`src/rtl/llc_set_reader.sv`:
```
// LLC set reader: reads tag/state/evict RAMs for a requested set and pushes a lookup packet.
// Optional macro LLC_READ_BYPASS_EN forwards same-set RAM writes into the outgoing/held packet.
`ifndef LLC_WAYS
`define LLC_WAYS 4
`endif
`ifndef LLC_SET_BITS
`define LLC_SET_BITS 8
`endif
`ifndef LLC_TAG_BITS
`define LLC_TAG_BITS 8
`endif

package llc_set_reader_pkg;
    localparam int LLC_WAYS     = `LLC_WAYS;
    localparam int LLC_SET_BITS = `LLC_SET_BITS;
    localparam int LLC_TAG_BITS = `LLC_TAG_BITS;

    typedef logic [LLC_TAG_BITS-1:0]      llc_tag_t;
    typedef logic [$clog2(LLC_WAYS)-1:0]  llc_way_t;
    typedef enum logic [1:0] {INVALID = 2'd0, VALID = 2'd1, SHARED = 2'd2, MODIFIED = 2'd3} llc_state_t;

    typedef struct packed {
        llc_tag_t                          tag;
        logic [LLC_SET_BITS-1:0]           set;
        llc_tag_t   [LLC_WAYS-1:0]         tags_buf;
        llc_state_t [LLC_WAYS-1:0]         states_buf;
        llc_way_t                          evict_way_buf;
    } fifo_mem_lookup_packet;
endpackage

module llc_set_reader
    import llc_set_reader_pkg::*;
#(
    parameter int WAYS     = `LLC_WAYS,
    parameter int SET_BITS = `LLC_SET_BITS
) (
    input  logic                  clk,
    input  logic                  rst,
    input  logic                  req_valid,
    output logic                  req_ready,
    input  logic [SET_BITS-1:0]   req_set,
    input  llc_tag_t              req_tag,
    output logic                  rd_en,
    output logic [SET_BITS-1:0]   rd_set,
    input  llc_tag_t              tags_rd [WAYS],
    input  llc_state_t            states_rd [WAYS],
    input  llc_way_t              evict_way_rd,
    input  logic                  wr_en,
    input  logic [SET_BITS-1:0]   wr_set,
    input  llc_way_t              wr_way,
    input  llc_tag_t              wr_tag,
    input  llc_state_t            wr_state,
    input  logic                  fifo_full_lookup,
    output logic                  fifo_push_lookup,
    output fifo_mem_lookup_packet fifo_lookup_in
);
    typedef enum logic [1:0] {ST_IDLE, ST_READ, ST_HOLD} state_t;

    state_t               state_q, state_d;
    llc_tag_t             tag_q, tag_d;
    logic [SET_BITS-1:0]  set_q, set_d;
    llc_tag_t             hold_tags_q [WAYS];
    llc_tag_t             hold_tags_d [WAYS];
    llc_state_t           hold_states_q [WAYS];
    llc_state_t           hold_states_d [WAYS];
    llc_way_t             hold_evict_q, hold_evict_d;

    // RAM outputs as seen by this stage, possibly patched by a forwarded write
    llc_tag_t             ram_tags [WAYS];
    llc_state_t           ram_states [WAYS];

`ifdef LLC_READ_BYPASS_EN
    logic                 byp_vld_q, byp_vld_d;
    llc_way_t             byp_way_q;
    llc_tag_t             byp_tag_q;
    llc_state_t           byp_state_q;

    assign byp_vld_d = rd_en && wr_en && (wr_set == req_set);

    always_ff @(posedge clk) begin
        if (!rst) begin
            byp_vld_q   <= 1'b0;
            byp_way_q   <= '0;
            byp_tag_q   <= '0;
            byp_state_q <= INVALID;
        end else begin
            byp_vld_q <= byp_vld_d;
            if (byp_vld_d) begin
                byp_way_q   <= wr_way;
                byp_tag_q   <= wr_tag;
                byp_state_q <= wr_state;
            end
        end
    end
`else
    logic unused_wr;
    assign unused_wr = ^{wr_en, wr_set, wr_way, wr_tag, wr_state};
`endif

    always_comb begin
        for (int w = 0; w < WAYS; w++) begin
            ram_tags[w]   = tags_rd[w];
            ram_states[w] = states_rd[w];
        end
`ifdef LLC_READ_BYPASS_EN
        if (byp_vld_q) begin
            ram_tags[byp_way_q]   = byp_tag_q;
            ram_states[byp_way_q] = byp_state_q;
        end
`endif
    end

    always_comb begin
        state_d          = state_q;
        tag_d            = tag_q;
        set_d            = set_q;
        hold_tags_d      = hold_tags_q;
        hold_states_d    = hold_states_q;
        hold_evict_d     = hold_evict_q;
        req_ready        = 1'b0;
        fifo_push_lookup = 1'b0;
        fifo_lookup_in   = '0;

        unique case (state_q)
            ST_IDLE: begin
                req_ready = 1'b1;
                if (req_valid) state_d = ST_READ;
            end
            ST_READ: begin
                if (!fifo_full_lookup) begin
                    fifo_push_lookup             = 1'b1;
                    fifo_lookup_in.tag           = tag_q;
                    fifo_lookup_in.set           = set_q;
                    fifo_lookup_in.evict_way_buf = evict_way_rd;
                    for (int w = 0; w < WAYS; w++) begin
                        fifo_lookup_in.tags_buf[w]   = ram_tags[w];
                        fifo_lookup_in.states_buf[w] = ram_states[w];
                    end
                    req_ready = 1'b1;
                    state_d   = req_valid ? ST_READ : ST_IDLE;
                end else begin
                    hold_tags_d   = ram_tags;
                    hold_states_d = ram_states;
                    hold_evict_d  = evict_way_rd;
                    state_d       = ST_HOLD;
                end
            end
            ST_HOLD: begin
                if (!fifo_full_lookup) begin
                    fifo_push_lookup             = 1'b1;
                    fifo_lookup_in.tag           = tag_q;
                    fifo_lookup_in.set           = set_q;
                    fifo_lookup_in.evict_way_buf = hold_evict_q;
                    for (int w = 0; w < WAYS; w++) begin
                        fifo_lookup_in.tags_buf[w]   = hold_tags_q[w];
                        fifo_lookup_in.states_buf[w] = hold_states_q[w];
                    end
                    state_d = ST_IDLE;
                end
`ifdef LLC_READ_BYPASS_EN
                if (wr_en && (wr_set == set_q)) begin
                    hold_tags_d[wr_way]   = wr_tag;
                    hold_states_d[wr_way] = wr_state;
                end
`endif
            end
            default: state_d = ST_IDLE;
        endcase

        // Nothing leaves this block while reset is held
        if (!rst) begin
            req_ready        = 1'b0;
            fifo_push_lookup = 1'b0;
            fifo_lookup_in   = '0;
        end

        rd_en  = req_valid && req_ready;
        rd_set = req_set;
        if (rd_en) begin
            tag_d = req_tag;
            set_d = req_set;
        end
    end

    always_ff @(posedge clk) begin
        if (!rst) begin
            state_q      <= ST_IDLE;
            tag_q        <= '0;
            set_q        <= '0;
            hold_evict_q <= '0;
            for (int w = 0; w < WAYS; w++) begin
                hold_tags_q[w]   <= '0;
                hold_states_q[w] <= INVALID;
            end
        end else begin
            state_q       <= state_d;
            tag_q         <= tag_d;
            set_q         <= set_d;
            hold_tags_q   <= hold_tags_d;
            hold_states_q <= hold_states_d;
            hold_evict_q  <= hold_evict_d;
        end
    end
endmodule

```
`config.mk`:
```
export PLATFORM = sky130hd
export DESIGN_NAME = llc_set_reader
export DESIGN_NICKNAME = d
export VERILOG_FILES = /design/src/rtl/llc_set_reader.sv
export SDC_FILE = /design/constraint.sdc
export NUM_CORES = 1
export LEC_CHECK = 0
export BUFFER_PORTS_ARGS = -buffer_cell sky130_fd_sc_hd__clkbuf_2
export CAP_MARGIN = 20
export CORE_MARGIN = 8
export CORE_UTILIZATION = 46
export CTS_BUF_LIST = sky130_fd_sc_hd__clkbuf_4 sky130_fd_sc_hd__clkbuf_8 sky130_fd_sc_hd__clkbuf_16
export DETAILED_ROUTE_END_ITERATION = 16
export PLACE_DENSITY = 0.81
export SLEW_MARGIN = 40
export SYNTH_ARGS = -nofsm -noshare
export SYNTH_HDL_FRONTEND = slang
export SYNTH_SLANG_ARGS = --single-unit
```
`constraint.sdc`:
```
create_clock -name clk -period 2.2 [get_ports clk]
set_input_delay 0.44 -clock clk [delete_from_list [all_inputs] [get_ports clk]]
set_output_delay 0.44 -clock clk [all_outputs]
set_load 0.02 [all_outputs]
```
# Word-level counts from Yosys, hierarchy flattened
# Cells that the tools add are included.
dict set report classes {
  n_eq_ne 4
  n_mux 14
  reduce_logical 5
}
# operator n
set ops {}
lappend ops {{58-bit 2-to-1 mux} 3}
lappend ops {{58-bit case mux with 2 select lines} 1}
lappend ops {{2-bit 2-to-1 mux} 3}
lappend ops {{2-bit case mux with 3 select lines} 1}
lappend ops {{1-bit 2-to-1 mux} 5}
lappend ops {{2-bit != test (second input constant)} 2}
lappend ops {{2-bit AND reduction} 2}
lappend ops {{2-bit by 1-bit equality test with 1-bit output (second input constant)} 1}
lappend ops {{2-bit equality test (second input constant)} 1}
lappend ops {{2-bit logical NOT} 1}
lappend ops {{1-bit case mux with 2 select lines} 1}
lappend ops {{2-bit OR reduction} 1}
lappend ops {{1-bit logical AND} 1}
dict set report totals {
  regBits 60
  input_bits 83
  out_inout_bits 69
  word_cells 35
}

# Logic depth before layout (Yosys ltp)
# Gate-level depths: netlist of the first run.
dict set report logic_depth {
  depth_word 4
  mapped_depth 7
  depth_no_buf 6
}

# Least setup slack after synthesis of the first run
# No wires, ideal clock.
dict set report synth_path {
  path_kind {flip-flop to output port}
  startpoint {reg state_q[0]}
  endpoint {out fifo_lookup_in[10] (netlist name)}
  arrival_ns 1.481
  required_ns 1.760
  slack_ns 0.279
  stages_incl_launch_ff 7
  path_buffers 1
  cell_sequence {dfxtp_1 inv_1 ha_1 nor2b_1 nand2_1 clkbuf_1 nor2_1}
}
# item line_no
set synth_rtl {}
lappend synth_rtl {{from (decl)} 59} ;# state_t state_q, state_d;
lappend synth_rtl {{from (signal assigned)} 196} ;# state_q <= state_d;
lappend synth_rtl {{to (decl)} 55} ;# output fifo_mem_lookup_packet fifo_lookup_in

==> impl_metrics.toml, run 1 <==
[critical_path]
path_class = "reg -> out"
crit_required_ns = 1.76
r2r_start = "state_q[0]$_SDFFE_PN0P_"
cp-startpoint = "state_q[0]$_SDFFE_PN0P_"
worstPathCellList = "buf_4, ha_2, buf_12, a22oi_1, nor2_4, buf_8"
endpoint = "fifo_lookup_in[35]"
cpPeakStageDelay_ns = 0.33
cp-start-kind = "register"
worstRegToRegCells = 6
endpoint_kind = "output pin"
arrival_ns = 1.80
worst_r2r_endpoint = "tag_q[5]$_SDFFE_PN0P_"
worst-path-max-fanout = 21
r2r_slack_ns = 0.53
worst_path_max_delay_cell = "dfxtp_2"

[global_routing]
grt-ovfl-total = 0
grt_max_degree = 45
grt_pass1_vias = 3292
grt_antenna_before_repair = 0
track_usage_pct = 19.4
grt_pass1_wl_um = 15500

[logic_synthesis]
ys_ff_latch = 60
synth_nets = 484
synth_ff_type = "dfxtp_1"
ys_warn_count = 0
synthCells = 397
synth_area_leaders = "dfxtp_1, nand2_1, a21boi_0"
yosysMostFrequentCell = "nand2_1"
synth_edf_count = 0
synthArstFlopShare_pct = 0
postSynthAreaPerCell_um2 = 7.59
yosysTopAreaCell = "dfxtp_1"
synthTopCellsByCount = "nand2_1, dfxtp_1, nor2_1"
synth_cell_types = 24
synth_top_area_share_pct = 39.9
seq_area_frac_synth_pct = 39.9
netlist_area_um2 = 3010

[timing]
finalMaxSlewViolations = 0
tightestPinTransition_ns = 0.380
fin_ws_ns = -0.0410
fmax_mhz = 446
timing.hold.ws_ns = 0.313
rsz0062_at_grt = "true"
final-setup-viol-count = 15
setup_tns_ns = -0.220
slew_headroom_pct = 74.7
hold_viol_final = 0
min_period_ns = 2.24
post-route-period-util_pct = 102
fin_skew_ns = 0.00859

[detailed_routing]
drt_iter0_drc = 141
ant_nets = 0
finalWirelength_um = 11000
drc = 0
via_per_inst = 5.44
firstDrtPassIters = 4
wl_per_cell_um = 18.3
vias = 3269

[floorplan]
die-area_um2 = 9400
io_pins = 152
die_w_um = 96.9
rows = 29
initial_core_util_pct = 47.5
core_region_area_um2 = 6350
die_h_um = 96.9

[cells_and_area]
final_cell_count_no_fill = 601
area_growth_pct = 64.7
drive_gt1_share_pct = 46.4
diodes = 0
final_nets = 606
fin_area_um2 = 4960
fill_cells = 417

[run]
cap_violations = 0

[outcome]
violations = "setup timing"
status = "complete, but fails checks"

[placement]
postPlaceCellArea_um2 = 3660
dp_hpwl_um = 5800
place_ws_ns = 0.157
gp_congestion = 0.728
dpl.cell_count = 576
io_buffer_count = 130

[cts]
cts.path.max_buffers = 2
cts_max_level = 3
cts_made_buffers = 9
cts_tree = "yes"
clk-insertion-delay-late_ns = 0.34
cts.sinks = 60
cts_root_buf = "clkbuf_8"
path_clk_slew_ns = 0.07
hold_buffers = 0

[worst_hold_path]
hp-class = "in -> reg"
hold_depth = 3

[power]
ir_worst_vdd_v = 0.000538
leakage_nw = 1.99
powerDensity_nw_per_um2 = 559
[per-layer routing]
layer | global-route usage [%] | wire (um) | vias up
met3 | 6.69 | 884 | 20
met1 | 21.9 | 4280 | 1535
li1 | - | - | 1547
met5 | 0 | 0 | -
met4 | 7.81 | 208 | 0
met2 | 32.6 | 5630 | 167
[sequential cells by signal (all words and copies together), names as in the netlist]
signal / cells
hold_evict_q: 2
hold_tags_q: 32
set_q: 8
state_q: 2
tag_q: 8
hold_states_q: 8
[stage by stage]
step	total power, mW	utilization, %
after global placement	1.57	57.5
after detailed placement	1.58	57.6
after floorplan	1.45	-
after CTS	2.68	70.4
final	2.78	78.2
after global routing	2.89	78.2
[worst max-delay path, delay by kind of cell (launching register included)]
kind                     cells  cell delay (ns)
AND/OR/NAND/NOR              1             0.09
AO/OA/AOI/OAI                1             0.31
buffers and inverters        3             0.47
flip-flops                   1             0.33
adder cells (fa/ha/maj)      1             0.26
[layout by cell type, fill, tap and decap left out, types with 2 or more instances in the layout]
cell type	instances
clkinv_2	2
o21ai_4	2
buf_16	2
inv_1	16
clkbuf_8	11
buf_12	5
buf_8	24
o21a_1	2
inv_2	3
nor2_4	42
buf_4	24
dfxtp_2	2
dfxtp_1	58
clkbuf_2	71
nor2_2	4
clkbuf_16	3
a22oi_2	16
nand2_1	103
mux2i_1	16
ha_2	2
nor2_1	12
a22oi_1	26
a21boi_0	42
buf_6	21
[repair_timing]
action,in CTS,in global routing
cloned,4,3
resized for setup,145,157
pin swaps,11,48
endpoints found under the hold margin,0,0
setup endpoints to repair,59,59
buffers inserted,2,0
[final cells by class]
| type | instances | area [um^2] | area share (%) |
|---|---|---|---|
| flip-flops and latches | 60 | 1200 | 24.2 |
| clock inverters | 4 | 47.5 | 0.958 |
| inverters | 20 | 80.1 | 1.61 |
| repair buffers | 150 | 1360 | 27.5 |
| clock buffers | 12 | 159 | 3.20 |
| well taps | 77 | 96.3 | 1.94 |
| multi-input cells | 278 | 2010 | 40.6 |
[worst min path at each step]
stage | from | end
after global routing | req_tag[2] | tag_q[2]$_SDFFE_PN0P_
after global placement | hold_tags_q[27]$_SDFFE_PN0P_ | hold_tags_q[27]$_SDFFE_PN0P_
after CTS | req_tag[6] | tag_q[6]$_SDFFE_PN0P_
after floorplan | hold_evict_q[0]$_SDFFE_PN0P_ | hold_evict_q[0]$_SDFFE_PN0P_
after detailed placement | hold_states_q[2]$_SDFFE_PN0P_ | hold_states_q[2]$_SDFFE_PN0P_
final | req_tag[6] | tag_q[6]$_SDFFE_PN0P_
[kinds of logic after synthesis]
| group | Yosys count | share of synthesized area, % |
|---|---|---|
| muxes | 16 | 5.31 |
| adders and majority gates | 4 | 1.66 |
| buffers and inverters | 60 | 9.05 |
| and+or+nand+nor | 167 | 21.3 |
| AOI/OAI and AO/OA | 90 | 22.8 |
| DFF | 60 | 39.9 |
[report_power, final]
group          switching (mW)  internal, mW
Combinational           0.335         0.231
Clock                   0.441         0.594
Sequential             0.0278          1.15
Power figures use the tool's default switching activity.
==> run 2, diff against run 1 <==
PLACE_DENSITY = not set   (was 0.81)
PLACE_DENSITY_LB_ADDON = 0.15   (was not set)
==> run 2 against run 1 <==
- the run now ends clean
- combinational power shrank 15%
- final cell count is the same
- sequential cell count stayed put
- non-clock buffer count is 1 higher
- sequential power about the same
- count of clock-buffer cells in the layout down 2
- die area is the same
- wire length down 18%
- critical endpoint is now fifo_lookup_in[16]
- highest routed layer unchanged
==> impl_metrics.toml, run 2 (synthesis results as in run 1) <==
[placement]
dpl.cell_count = 578
gp_congestion = 0.729
io_buffer_count = 130
dp_hpwl_um = 5830

[critical_path]
arrival_ns = 1.75
path_class = "reg -> out"
r2r_start = "state_q[0]$_SDFFE_PN0P_"
endpoint_kind = "output pin"
cp-start-kind = "register"
worst_r2r_endpoint = "tag_q[6]$_SDFFE_PN0P_"
worstRegToRegCells = 6
crit_required_ns = 1.76
r2r_slack_ns = 0.60
worst-path-max-fanout = 17

[cts]
hold_buffers = 0
cts.sinks = 60
cts_tree = "yes"
cts_root_buf = "clkbuf_8"
clk-insertion-delay-late_ns = 0.34
cts.path.max_buffers = 2
path_clk_slew_ns = 0.08
cts_made_buffers = 9
cts_max_level = 3

[floorplan]
die-area_um2 = 9400
rows = 29
initial_core_util_pct = 47.5
io_pins = 152
die_h_um = 96.9
die_w_um = 96.9
core_region_area_um2 = 6350

[detailed_routing]
via_per_inst = 5.15
ant_nets = 0
wl_per_cell_um = 15.0
drc = 0
vias = 3094
firstDrtPassIters = 4
finalWirelength_um = 9030
drt_iter0_drc = 114

[timing]
rsz0062_at_grt = "true"
hold_viol_final = 0
fin_skew_ns = 0.00989
finalMaxSlewViolations = 0
setup_tns_ns = 0
tightestPinTransition_ns = 0.346
post-route-period-util_pct = 99.5
final-setup-viol-count = 0
slew_headroom_pct = 76.9
fmax_mhz = 457
min_period_ns = 2.19

[worst_hold_path]
hp-class = "in -> reg"
hold_path_end = "tag_q[4]$_SDFFE_PN0P_"
hp-start = "req_tag[4]"
hold_depth = 3

[global_routing]
grt_util_met2_pct = 27.8
grt_antenna_before_repair = 0
grt_pass1_wl_um = 13700
grt_pass1_vias = 2971
gr-usage-met3_pct = 7.82
track_usage_pct = 17.1
gr-usage-met1_pct = 19.3
grt-busiest-layer = "met2"
grt_max_degree = 35
grt-ovfl-total = 0

[cells_and_area]
final_cell_mix = "nand2_1, clkbuf_2, dfxtp_1, a21boi_0"
final_cell_count_no_fill = 601
final_nets = 606
area_growth_pct = 48.6
largest_reg_flops = 32
drive_gt1_share_pct = 42.9
final_common_cell = "nand2_1"
diodes = 0
fill_cells = 528
regMostFlops = "hold_tags_q"

[power]
leakage_nw = 1.92
powerDensity_nw_per_um2 = 567
ir_worst_vdd_v = 0.000348

[outcome]
status = "complete, no violations"

[run]
cap_violations = 0
## run 2: worst max-delay path by stage
stage,start,to,slack [ns],cells past startpoint
after detailed placement,state_q[0]$_SDFFE_PN0P_,fifo_lookup_in[26],0.13,7
after floorplan,state_q[0]$_SDFFE_PN0P_,fifo_lookup_in[10],0.28,6
after global routing,state_q[1]$_SDFFE_PN0P_,fifo_lookup_in[27],-0.06,7
after global placement,state_q[0]$_SDFFE_PN0P_,fifo_lookup_in[15],0.15,7
after CTS,state_q[1]$_SDFFE_PN0P_,fifo_lookup_in[15],-0.004,7
final,state_q[0]$_SDFFE_PN0P_,fifo_lookup_in[16],0.01,6
## run 2: area by class of cell
type	instances	area, um^2	area share [%]
clock buffer	10	138	3.07
sequential	60	1200	26.9
tap	77	96.3	2.15
timing repair buffer	151	1100	24.6
inverter	20	77.6	1.73
multi-input combinational	277	1820	40.7
clock inverter	6	40.0	0.894
## run 2: power by group
group	total [mW]	leakage [nW]	switching, mW	internal, mW
registers	1.17	0.490	0.0252	1.15
clock network	0.887	0.0920	0.451	0.436
logic	0.481	1.33	0.282	0.199
total	2.54	1.92	0.758	1.78
## run 2: metrics by stage
stage	power [mW]	area [um^2]	utilization (%)	hold WS (ns)	worst slack (ns)
3_3_place_gp	1.58	3680	58.0	0.450	0.146
5_1_grt	2.68	4480	70.5	0.290	-0.0646
6_report	2.54	4480	70.5	0.301	0.0120
3_5_place_dp	1.59	3680	58.0	0.456	0.127
2_1_floorplan	1.45	3010	-	0.444	0.279
4_1_cts	2.49	3950	62.2	0.291	-0.00352
## run 2: timing repair
item,CTS,global route
gates resized for setup,28,185
pin swaps,1,14
gates cloned,0,4
endpoints found under the setup margin,59,58
buffers inserted,2,1
## run 2: worst max-delay path: stages, from the launching register on
cell and delay [ns]:
dfxtp_2 0.32, buf_4 0.14, ha_1 0.23, buf_4 0.22
a22oi_1 0.28, nor2_4 0.07, buf_6 0.14
## run 2: metal layers
layer,vias to the layer above,part of all wire (%)
met1,1445,43
met3,11,7.5
li1,1538,-
met2,100,48
met4,0,1.1
met5,-,0
